### config.mk
export PLATFORM = sky130hd
export DESIGN_NAME = br_tx_arbiter
export DESIGN_NICKNAME = d
export VERILOG_FILES = /design/src/rtl/br_tx_arbiter.sv
export SDC_FILE = /design/constraint.sdc
export NUM_CORES = 1
export LEC_CHECK = 0
export ABC_AREA = 1
export BUFFER_PORTS_ARGS = -buffer_cell sky130_fd_sc_hd__buf_2
export CORE_MARGIN = 2
export CORE_UTILIZATION = 40
export CTS_CLUSTER_SIZE = 24
export DETAILED_ROUTE_END_ITERATION = 8
export GPL_TIMING_DRIVEN = 0
export PLACE_DENSITY_LB_ADDON = 0.05
export REMOVE_ABC_BUFFERS = 1
export SKIP_CTS_REPAIR_TIMING = 1
export SLEW_MARGIN = 10
export SYNTH_ARGS = -nofsm -noshare
export SYNTH_HDL_FRONTEND = slang
export SYNTH_SLANG_ARGS = --single-unit
### constraint.sdc
create_clock -name clk_i -period 1 [get_ports clk_i]
set_input_delay 0.2 -clock clk_i [delete_from_list [all_inputs] [get_ports clk_i]]
set_output_delay 0.2 -clock clk_i [all_outputs]
set_load 0.05 [all_outputs]
### src/rtl/br_tx_arbiter.sv
`default_nettype none
// ============================================================================
//  Module   : br_tx_arbiter
//  Purpose  : Round-robin arbiter sharing the single BrLite local service
//             port between N_REQ local requesters. One transaction at a time:
//             the winner's payload is registered onto br_data_o, br_req_o is
//             held until the router acks, then a one-cycle ack_o pulse is
//             returned to the winner, followed by one dead cycle.
//  Ports    :
//    clk_i           in   clock, rising edge
//    rst_ni          in   asynchronous active-low reset
//    req_i           in   [N_REQ]            per-requester request level
//    data_i          in   [N_REQ][PAYLOAD_W] per-requester payload
//    ack_o           out  [N_REQ]            one-cycle completion pulse
//    br_local_busy_i in   BrLite local port busy, blocks new grants
//    br_req_o        out  request to BrLite
//    br_ack_i        in   BrLite accept
//    br_data_o       out  [PAYLOAD_W] registered payload to BrLite
//    busy_o          out  transaction in flight
//    grant_idx_o     out  [IDX_W] index of current/last winner
//  Revision : 1.0  initial release
// ============================================================================
module br_tx_arbiter #(
  parameter int N_REQ     = 2,
  parameter int PAYLOAD_W = 20,   // {ksvc[3:0], payload[15:0]}
  parameter int IDX_W     = (N_REQ > 1) ? $clog2(N_REQ) : 1
) (
  input  logic                             clk_i,
  input  logic                             rst_ni,
  input  logic [N_REQ-1:0]                 req_i,
  input  logic [N_REQ-1:0][PAYLOAD_W-1:0]  data_i,
  output logic [N_REQ-1:0]                 ack_o,
  input  logic                             br_local_busy_i,
  output logic                             br_req_o,
  input  logic                             br_ack_i,
  output logic [PAYLOAD_W-1:0]             br_data_o,
  output logic                             busy_o,
  output logic [IDX_W-1:0]                 grant_idx_o
);

  localparam logic [1:0] S_IDLE    = 2'd0;
  localparam logic [1:0] S_ISSUE   = 2'd1;
  localparam logic [1:0] S_RELEASE = 2'd2;

  logic [1:0]           r_state;
  logic [IDX_W-1:0]     r_ptr;
  logic [IDX_W-1:0]     r_gidx;
  logic [N_REQ-1:0]     r_ack;
  logic                 r_req;
  logic [PAYLOAD_W-1:0] r_data;

  // w_scan[k] is the requester index visited k-th, starting just after the
  // last winner and wrapping modulo N_REQ.
  logic [IDX_W-1:0]     w_scan [N_REQ];
  logic [IDX_W-1:0]     w_win;
  logic                 w_any;

  for (genvar k = 0; k < N_REQ; k++) begin : g_scan
    assign w_scan[k] = IDX_W'((int'(r_ptr) + k + 1) % N_REQ);
  end

  // Walk the scan order backwards so the last assignment is the first
  // requester encountered from ptr+1 onward.
  always_comb begin
    w_win = '0;
    for (int k = N_REQ - 1; k >= 0; k--) begin
      if (req_i[w_scan[k]]) begin
        w_win = w_scan[k];
      end
    end
  end

  assign w_any = |req_i;

  always_ff @(posedge clk_i or negedge rst_ni) begin
    if (!rst_ni) begin
      r_state <= S_IDLE;
      r_ptr   <= IDX_W'(N_REQ - 1);
      r_gidx  <= '0;
      r_ack   <= '0;
      r_req   <= 1'b0;
      r_data  <= '0;
    end else begin
      case (r_state)
        S_IDLE: begin
          if (w_any && !br_local_busy_i) begin
            r_gidx  <= w_win;
            r_data  <= data_i[w_win];
            r_req   <= 1'b1;
            r_state <= S_ISSUE;
          end
        end
        S_ISSUE: begin
          // Request withdrawal after the latch is deliberately ignored: the
          // transaction is already committed to the router.
          if (br_ack_i) begin
            r_req   <= 1'b0;
            r_ack   <= N_REQ'(1) << r_gidx;
            r_ptr   <= r_gidx;
            r_state <= S_RELEASE;
          end
        end
        S_RELEASE: begin
          // Dead cycle lets the winner drop req_i before re-arbitration.
          r_ack   <= '0;
          r_state <= S_IDLE;
        end
        default: begin
          r_ack   <= '0;
          r_req   <= 1'b0;
          r_state <= S_IDLE;
        end
      endcase
    end
  end

  assign ack_o       = r_ack;
  assign br_req_o    = r_req;
  assign br_data_o   = r_data;
  assign busy_o      = (r_state != S_IDLE);
  assign grant_idx_o = r_gidx;

endmodule
`default_nettype wire

# Word-level counts from Yosys, hierarchy flattened
# Cells that the tools add are included.
[word_totals] in_bits=46 out_inout_bits=25 register_bits=27
[op_classes] magnitude_cmp=3 n_mux=16 addsub=2 n_bitwise=2 shift=1 eq_ne=4 n_reduce_logical=10
[ops] operator="$mux 20" count=2
[ops] operator="$mux 1" count=8
[ops] operator="$pmux 2 s2" count=2
[ops] operator="$reduce_and 2->1" count=4
[ops] operator="$lt 1x2->1 const B" count=3
[ops] operator="$mux 2" count=3
[ops] operator="$ne 2x2->1 const B" count=2
[ops] operator="$pmux 1 s3" count=1
[ops] operator="$reduce_and 3->1" count=1
[ops] operator="$add 1x1->1 const B" count=2
[ops] operator="$eq 2x1->1 const B" count=1
[ops] operator="$eq 2x2->1 const B" count=1
[ops] operator="$logic_not 2->1" count=1
[ops] operator="$not 1->1" count=2
[ops] operator="$reduce_bool 2->1" count=1
[ops] operator="$reduce_or 2->1" count=1
[ops] operator="$shl 1x1->2 const A" count=1
[ops] operator="$logic_and 1x1->1" count=1
[ops] operator="$logic_not 1->1" count=1

# Depth between registers and ports, before layout
# Gate-level depths: netlist of run 1.
[depth] ltp_word=8 depth_mapped=7

# Worst setup path before layout of run 1
# OpenSTA, ideal clock, no wires.
[synth_path] kind="register to register" start="reg r_state[1]" end="reg r_data[10] (netlist: br_data_o[10])" setup_slack_ps=-70 stages_incl_launch_ff=6 period_less_slack_ps=1070 setup_ps=118 required_time_ps=882 t_arrival_ps=953 cell_sequence="dfrtp_1 > nor2_4 > nand3_4 > buf_2 > nand2_1 > nand2_1"
[synth_via] elab_chain_cells=2
[synth_rtl] element="from (decl)" line_no="45" text="logic [1:0] r_state;"
[synth_rtl] element="from (signal assigned)" line_no="77" text="r_state <= S_IDLE;"
[synth_rtl] element="from (signal assigned)" line_no="90" text="r_state <= S_ISSUE;"
[synth_rtl] element="from (signal assigned)" line_no="100" text="r_state <= S_RELEASE;"
[synth_rtl] element="$logic_not 2->1" line_no="84" text="case (r_state)"
[synth_rtl] element="$reduce_and 2->1 (no line)"
[synth_rtl] element="to (signal assigned)" line_no="88" text="r_data <= data_i[w_win];"
[synth_rtl] element="to (decl)" line_no="50" text="logic [PAYLOAD_W-1:0] r_data;"
# Every way passes these cells.
# A chain may end at the register's enable or synchronous reset.

# Worst setup path in the final report of run 1
[layout_path] start="reg r_state[0]" end="out busy_o"
[layout_via] elab_chain_cells=1
[layout_rtl] element="$reduce_bool 2->1" line_no="120" text="assign busy_o = (r_state != S_IDLE);"
[layout_rtl] element="to (decl)" line_no="37" text="output logic busy_o,"
# Every way passes these cells.

==> impl_metrics.json, run 1 <==
{
  "setup_tns_ns": -8.014,
  "period_needed_ns": 1.341,
  "critPathSlowestCell": "dfrtp_1",
  "critical_path_peak_fanout": 5,
  "first_iter_violations": 43,
  "hp-class": "primary input to register",
  "cts_buffers": 3,
  "worstSetupPathType": "register to output port",
  "num_vias": 1467,
  "io_pins": 71,
  "ys_ff_latch": 27,
  "drive_gt1_frac": 0.3956,
  "clock_latency_ns": 0.32,
  "path_cells": "nor2_4 -> inv_2 -> buf_6",
  "core_um2": 3311,
  "finClkSkew_ns": 0.01049,
  "ant_nets": 0,
  "grt_max_degree": 28,
  "synth_mux_area_frac": 0,
  "design.die.area_um2": 3916,
  "cp-start-kind": "register",
  "worst_pin_slew_ns": 0.5931,
  "yosys.area_share.simple": 0.4175,
  "hold_violations": 0,
  "die_w_um": 62.58,
  "clkTransAtPathRegs_ns": 0.15,
  "synth_xor_area_frac": 0,
  "grt_overflow": 0,
  "violations": "negative setup slack",
  "place_congestion": 0.7294,
  "drc": 0,
  "cp_top_family": "flip-flops",
  "cts.sinks": 27,
  "yosys_warnings": 0,
  "synth_top_family_by_area": "simple AND/OR/NAND/NOR gates",
  "htree_levels": 1,
  "fillers": 334,
  "first_global_vias": 1260,
  "synthTopCellsByArea": "dfrtp_1 47%, nand2_1 30%, nand3_1 7.3%, buf_2 2.9%, dfstp_2 1.9%",
  "cp.arrival_ns": 1.14,
  "first_pass_iters": 4,
  "hold_ws_ns": 0.08916,
  "finalPower_mw": 5.999,
  "fmax_ghz": 0.7459,
  "final_cell_mix": "108 x nand2_1, 44 x buf_2, 26 x dfrtp_1, 25 x buf_6, 20 x nand3_1",
  "antenna_found_initial": 0,
  "slew-limit-headroom": 0.6046,
  "clock_path_buffers": 2,
  "r2r_slack_ns": -0.28,
  "post-route-period-util": 1.341,
  "num_rows": 21,
  "status": "finished, violations left",
  "final_cell_count_no_fill": 319,
  "synth_compound_area_frac": 0.02188,
  "routed_wirelength_mm": 3.968,
  "grtUsageTotal": 0.1728,
  "num_antenna_cells": 0,
  "ys_seq_area_frac": 0.4932,
  "seq_area_um2": 676.9,
  "grt_pass1_wl_mm": 5.533,
  "powerDensity_nw_per_um2": 2763,
  "layout_setup_ws_ns": -0.3407,
  "die-height_um": 62.58,
  "syn-mean-instance-area_um2": 7.301,
  "placed_cells": 294,
  "post_drt_via_cell_ratio": 4.599,
  "maxSlewViolCount": 0,
  "start_util": 0.4146,
  "syn_inst": 188,
  "setup_violations": 51,
  "cp-end-kind": "output port",
  "yosys.area.top_type_share": 0.4740,
  "slowest_delay_ns": 0.46,
  "dp_slack_ns": -1.074,
  "fin_nets": 320,
  "area_delta_synth_final_pct": 58.16,
  "crit_buf_inv": 2,
  "multi_input_comb_area_um2": 742.0,
  "power_leakage_nw": 1.233,
  "synthAdderAreaFrac": 0,
  "syn_area_um2": 1373,
  "root_buffer": "clkbuf_4",
  "synth_cell_types": 14,
  "cts_tree": "done",
  "yosysTopAreaCell": "dfrtp_1",
  "critPathRequiredTime_ns": 0.80,
  "hpwl_mm": 2.169,
  "max-vdd-ir-drop_uv": 1175,
  "rsz0062_at_grt": "true",
  "drv_cap": 0,
  "wl_per_cell_um": 12.44,
  "final_common_cell": "nand2_1",
  "io_buffers": 70
}
cells in the mapped netlist, drive strengths merged:
| cell | instances |
|---|---|
| nand2 | 112 |
| dfrtp | 26 |
| nand3 | 21 |
| buf | 10 |
| inv | 8 |
| o21ai | 6 |
| nor2 | 4 |
| dfstp | 1 |
power by group:
group / internal (mW) / switching [mW]
clock network: 0.150 / 0.321
logic: 1.38 / 2.31
registers: 1.51 / 0.330
cells by family after synthesis:
family / after synthesis
AO/OA/AOI/OAI: 6
buffers and inverters: 18
flip-flops: 27
AND/OR/NAND/NOR: 137
registers in the layout (all words and copies together) (netlist names):
| signal | count |
|---|---|
| br_data_o | 20 |
| ack_o | 2 |
| r_state | 2 |
| br_req_o | 1 |
| grant_idx_o | 1 |
| r_ptr | 1 |
metrics by stage:
stage                 util  instance area, um^2
floorplan                -                 1310
finish              0.6557                 2171
global placement    0.5189                 1718
global route        0.6557                 2171
detailed placement  0.5189                 1718
CTS                 0.5272                 1745
area by class of cell:
cell class | count | share of cell area
Sequential cell | 27 | 0.3118
Clock buffer | 3 | 0.01037
Multi-Input combinational cell | 149 | 0.3418
Clock inverter | 1 | 0.002305
Timing Repair Buffer | 85 | 0.2934
Tap cell | 46 | 0.02651
Inverter | 8 | 0.01383
final timing paths:
path,start,endpoint,depth (start not counted)
max,r_state[0],busy_o,3
min in group asynchronous,rst_ni,r_state[0],2
min,br_ack_i,r_state[0],2
max in group asynchronous,rst_ni,br_data_o[4],2
min reg2reg,br_req_o,br_req_o,2
max reg2reg,r_state[0],br_data_o[9],7
routing by layer:
layer / GRT usage / routed length [um] / vias to the layer above
met5: 0 / 0 / -
met1: 0.2401 / 1872 / 656
met2: 0.2796 / 1883 / 43
li1: - / - / 764
met3: 0.02703 / 173 / 4
met4: 0.05000 / 40 / 0
Note: power is estimated with default switching activity, not from simulation.
==> inputs of run 2 (changes only) <==
TNS_END_PERCENT = 10   (was not set)
==> run 2 against run 1 <==
- critical endpoint unchanged
- non-clock buffer count is 11 lower
- largest power group unchanged
- critical path type unchanged
- the run still ends with negative setup slack left
- sequential power hardly changed
- clock skew is 0.0036 ns higher
- fmax is 0.80% lower
- register-to-register slack hardly changed
- setup slack worse by 0.011 ns
==> impl_metrics.json, run 2 (synthesized netlist as in run 1, its figures left out) <==
{
  "largest_register_ffs": 20,
  "critPathSlowestCell": "dfrtp_1",
  "final_cell_mix": "108 x nand2_1, 45 x buf_2, 26 x dfrtp_1, 25 x buf_6, 20 x nand3_1",
  "place_congestion": 0.7294,
  "num_rows": 21,
  "worstSetupPathType": "register to output port",
  "cp-end-kind": "output port",
  "num_vias": 1416,
  "cp.arrival_ns": 1.15,
  "post_drt_via_cell_ratio": 4.612,
  "first_iter_violations": 43,
  "post-route-period-util": 1.352,
  "io_pins": 71,
  "wl_per_cell_um": 12.26,
  "slowest_delay_ns": 0.46,
  "final_common_cell": "nand2_1",
  "design.die.area_um2": 3916,
  "ant_nets": 0,
  "cts_buffers": 3,
  "maxSlewViolCount": 0,
  "critical_path_peak_fanout": 5,
  "first_pass_iters": 4,
  "cp_top_family": "flip-flops",
  "setup_violations": 48,
  "grtUsageMet1": 0.2401,
  "seq_area_um2": 676.9,
  "cts_tree": "done",
  "cts.sinks": 27,
  "period_needed_ns": 1.352,
  "grt_max_degree": 28,
  "antenna_found_initial": 0,
  "power_leakage_nw": 1.170,
  "path_cells": "nor2_4 -> inv_2 -> buf_6",
  "rsz0062_at_grt": "true",
  "fillers": 346,
  "grt_overflow": 0,
  "fmax_ghz": 0.7399,
  "die-height_um": 62.58,
  "crit_buf_inv": 2,
  "drc": 0,
  "violations": "negative setup slack",
  "htree_levels": 1,
  "multi_input_comb_area_um2": 711.9,
  "grtUsageTotal": 0.1728,
  "top_usage_layer": "met2",
  "layout_setup_ws_ns": -0.3515,
  "cp-start-kind": "register",
  "clock_path_buffers": 2,
  "start_util": 0.4146,
  "status": "finished, violations left",
  "die_w_um": 62.58,
  "drive_gt1_frac": 0.3640,
  "first_global_vias": 1260,
  "grt_use_met2": 0.2796,
  "io_buffers": 70,
  "grt_pass1_wl_mm": 5.533,
  "root_buffer": "clkbuf_4",
  "hpwl_mm": 2.169,
  "drv_cap": 0,
  "finClkSkew_ns": 0.01410,
  "slew-limit-headroom": 0.6011,
  "max-vdd-ir-drop_uv": 1307,
  "clkTransAtPathRegs_ns": 0.15,
  "hp-class": "primary input to register",
  "grtUsageMet3": 0.02703,
  "hold_violations": 0,
  "worst_pin_slew_ns": 0.5984,
  "powerDensity_nw_per_um2": 2784,
  "num_antenna_cells": 0,
  "critPathRequiredTime_ns": 0.80,
  "area_delta_synth_final_pct": 49.77,
  "core_um2": 3311,
  "hold_ws_ns": 0.07909,
  "finalPower_mw": 5.724,
  "routed_wirelength_mm": 3.764,
  "clock_latency_ns": 0.34,
  "fin_nets": 308
}
run 2: cell count changes in the layout (fill, tap and decap cells not counted), sizes merged:
cell,before,now
buf,83,73
clkbuf,4,3
nand3,24,23
run 2: through the flow:
| step | util | setup TNS [ns] | cell area, um^2 | setup slack, ns | instances |
|---|---|---|---|---|---|
| 3_3_place_gp | 0.5189 | -23.09 | 1718 | -1.093 | 294 |
| 6_report | 0.6209 | -8.577 | 2056 | -0.3515 | 307 |
| 5_1_grt | 0.6209 | -11.47 | 2056 | -0.4146 | 307 |
| 4_1_cts | 0.5272 | -27.96 | 1745 | -1.111 | 298 |
| 2_1_floorplan | - | -11.69 | 1310 | -0.5595 | 178 |
| 3_5_place_dp | 0.5189 | -22.77 | 1718 | -1.074 | 294 |
run 2: layout make-up:
cell class,count,area share
inverters,8,0.01461
clock buffers,3,0.01096
repair buffers,74,0.2684
well taps,46,0.02800
clock inverters,1,0.002435
multi-input cells,148,0.3463
flip-flops and latches,27,0.3293
run 2: per-layer routing:
metal  vias to the layer above  wire length [um]  part of all wire
met5                         -                 0                 0
met4                         0                43             0.011
met3                         6               204             0.054
met2                        47              1758              0.47
met1                       631              1757              0.47
li1                        732                 -                 -
run 2: worst paths after layout:
kind / cells after the start / to / from / slack, ns
worst max register to register: 7 / br_data_o[10] / r_state[0] / -0.29
worst min register to register: 2 / br_req_o / br_req_o / 0.51
min in group asynchronous: 2 / r_state[0] / rst_ni / 0.40
worst min-delay path: 2 / r_state[0] / br_ack_i / 0.08
max in group asynchronous: 2 / br_data_o[4] / rst_ni / 0.20
worst max-delay path: 3 / busy_o / r_state[0] / -0.35
run 2: where the power goes:
part           leakage, nW  total (mW)  switching (mW)  internal [mW]
Combinational        0.816        3.40            2.22           1.18
Sequential           0.336        1.84           0.333           1.51
Clock               0.0177       0.484           0.333          0.150
Total                 1.17        5.72            2.89           2.84
==> inputs of run 3 (changes only) <==
CELL_PAD_IN_SITES_DETAIL_PLACEMENT = 1   (was not set)
CELL_PAD_IN_SITES_GLOBAL_PLACEMENT = 1   (was not set)
CORE_UTILIZATION = 27   (was 40)
SKIP_CTS_REPAIR_TIMING = not set   (was 1)
==> run 3 against run 2 <==
- the flow still finishes with violations (negative setup slack)
- via count grew 4.0%
- utilization shrank 17 points
- design area grew 5.9%
- sequential share of layout area shrank 1.8 points
- wire length grew 24%
- clock skew shrank 0.0070 ns
- sequential power is essentially flat
- global-route usage grew 0.38 points
- critical path depth is the same
- first-iteration DRC count shrank 33%
- largest cell class unchanged
==> impl_metrics.json, run 3 (synthesized netlist as in run 1, its figures left out) <==
{
  "status": "finished, violations left",
  "violations": "negative setup slack",
  "clock_latency_ns": 0.28,
  "multi_input_comb_area_um2": 755.7,
  "max-vdd-ir-drop_uv": 1080,
  "fmax_ghz": 0.7861,
  "worst_pin_slew_ns": 0.3994,
  "die-height_um": 75.30,
  "ant_nets": 0,
  "largest_register_ffs": 20,
  "setup_violations": 48,
  "worstSetupPathType": "register to output port",
  "core_um2": 4817,
  "routed_wirelength_mm": 4.670,
  "area_delta_synth_final_pct": 58.61,
  "utilization": 0.4519,
  "drv_cap": 0,
  "htree_levels": 1,
  "slowest_delay_ns": 0.42,
  "start_util": 0.2849,
  "period_needed_ns": 1.272,
  "grt_max_degree": 28,
  "wl_met2_mm": 2.322,
  "final_common_cell": "nand2_1",
  "placed_cells": 315,
  "hold_violations": 0,
  "post_drt_via_cell_ratio": 4.450,
  "grtUsageTotal": 0.1766,
  "final_cell_count_no_fill": 331,
  "power_leakage_nw": 1.202,
  "num_vias": 1473,
  "cp-end-kind": "output port",
  "drive_gt1_frac": 0.3902,
  "dp_slack_ns": -1.237,
  "first_global_vias": 1497,
  "wl_met1_mm": 2.075,
  "slew-limit-headroom": 0.7337,
  "layout_setup_ws_ns": -0.2721,
  "cts_tree": "done",
  "routed-wl-met3_um": 253,
  "post-route-period-util": 1.272,
  "maxSlewViolCount": 0,
  "design.die.area_um2": 5670,
  "drc": 0,
  "finClkSkew_ns": 0.007148,
  "first_pass_iters": 4,
  "die_w_um": 75.30,
  "grt_pass1_wl_mm": 7.431,
  "hp-class": "primary input to register",
  "wl_per_cell_um": 14.11,
  "num_rows": 25,
  "cp.arrival_ns": 1.07,
  "path_cells": "nor2_4 -> inv_2 -> buf_6",
  "final_cell_mix": "103 x nand2_1, 43 x buf_2, 26 x dfrtp_1, 25 x buf_6, 20 x nand3_1",
  "io_pins": 71,
  "powerDensity_nw_per_um2": 2768,
  "antenna_found_initial": 0,
  "clock_path_buffers": 2,
  "num_antenna_cells": 0,
  "root_buffer": "clkbuf_8",
  "top_layer": "met4",
  "hpwl_mm": 2.758,
  "finalPower_mw": 6.025,
  "critical_path_peak_fanout": 5,
  "cts.sinks": 27,
  "place_congestion": 0.6840,
  "seq_area_um2": 676.9,
  "clkTransAtPathRegs_ns": 0.10,
  "cp-start-kind": "register",
  "cts_buffers": 3,
  "critPathSlowestCell": "dfrtp_1",
  "fin_nets": 311,
  "rsz0062_at_grt": "true",
  "fillers": 622,
  "first_iter_violations": 29,
  "grt_overflow": 0,
  "critPathRequiredTime_ns": 0.80,
  "io_buffers": 70
}
run 3: cell count changes in the layout (fill, tap and decap cells not counted):
cell / before / now
nand2_1: 108 / 103
nand2_2: 1 / 6
clkbuf_8: 0 / 3
buf_2: 45 / 43
buf_4: 2 / 4
clkbuf_4: 3 / 1
buf_12: 1 / 2
nand2_8: 2 / 3
nand3_4: 3 / 4
nor2_2: 1 / 0
run 3: path summary, 6_finish.rpt:
check | startpoint | endpoint | slack (ns) | depth (start not counted)
worst min-delay path | br_ack_i | r_state[0] | 0.13 | 2
min in group asynchronous | rst_ni | br_data_o[17] | 0.41 | 2
max in group asynchronous | rst_ni | r_ptr | 0.27 | 2
worst max register to register | r_state[0] | br_data_o[5] | -0.23 | 5
worst min register to register | br_req_o | br_req_o | 0.51 | 2
worst max-delay path | r_state[0] | busy_o | -0.27 | 3
run 3: layout make-up:
| cell class | count | area share |
|---|---|---|
| clock buffer | 3 | 0.01897 |
| clock inverter | 1 | 0.002299 |
| inverter | 8 | 0.01379 |
| multi-input combinational | 149 | 0.3471 |
| sequential | 27 | 0.3109 |
| tap | 67 | 0.03851 |
| timing repair buffer | 76 | 0.2684 |
run 3: metrics by stage:
step | TNS, ns | instance area, um^2 | hold WS (ns)
after floorplan | -11.69 | 1310 | -0.09559
after global placement | -25.51 | 1744 | 0.2536
after detailed placement | -26.08 | 1744 | 0.2671
after CTS | -6.056 | 2157 | 0.1234
after global routing | -8.068 | 2177 | 0.1244
final | -5.486 | 2177 | 0.1287
run 3: where the power goes:
part | switching, mW | internal [mW] | total, mW
clock | 0.367 | 0.280 | 0.646
sequential | 0.327 | 1.51 | 1.84
combinational | 2.32 | 1.22 | 3.54
run 3: timing repair:
item | in CTS | in global routing
endpoints found under the setup margin | 51 | 77
cloned | 6 | 0
pin swaps | 6 | 2
resized for setup | 66 | 6
setup buffers | 5 | 0
hold buffers | 1 | 0
hold endpoints to repair | 26 | 0
run 3: routing by layer:
| layer | vias to the layer above | GRT usage |
|---|---|---|
| met1 | 684 | 0.2278 |
| met5 | - | 0 |
| met4 | 0 | 0.02339 |
| met3 | 2 | 0.03836 |
| li1 | 743 | - |
| met2 | 44 | 0.3121 |
run 3: worst max-delay path: cells and delay by family (launching register included):
kind	cells	cell delay, ns
and+or+nand+nor	1	0.18
DFF	1	0.42
buffers and inverters	2	0.19
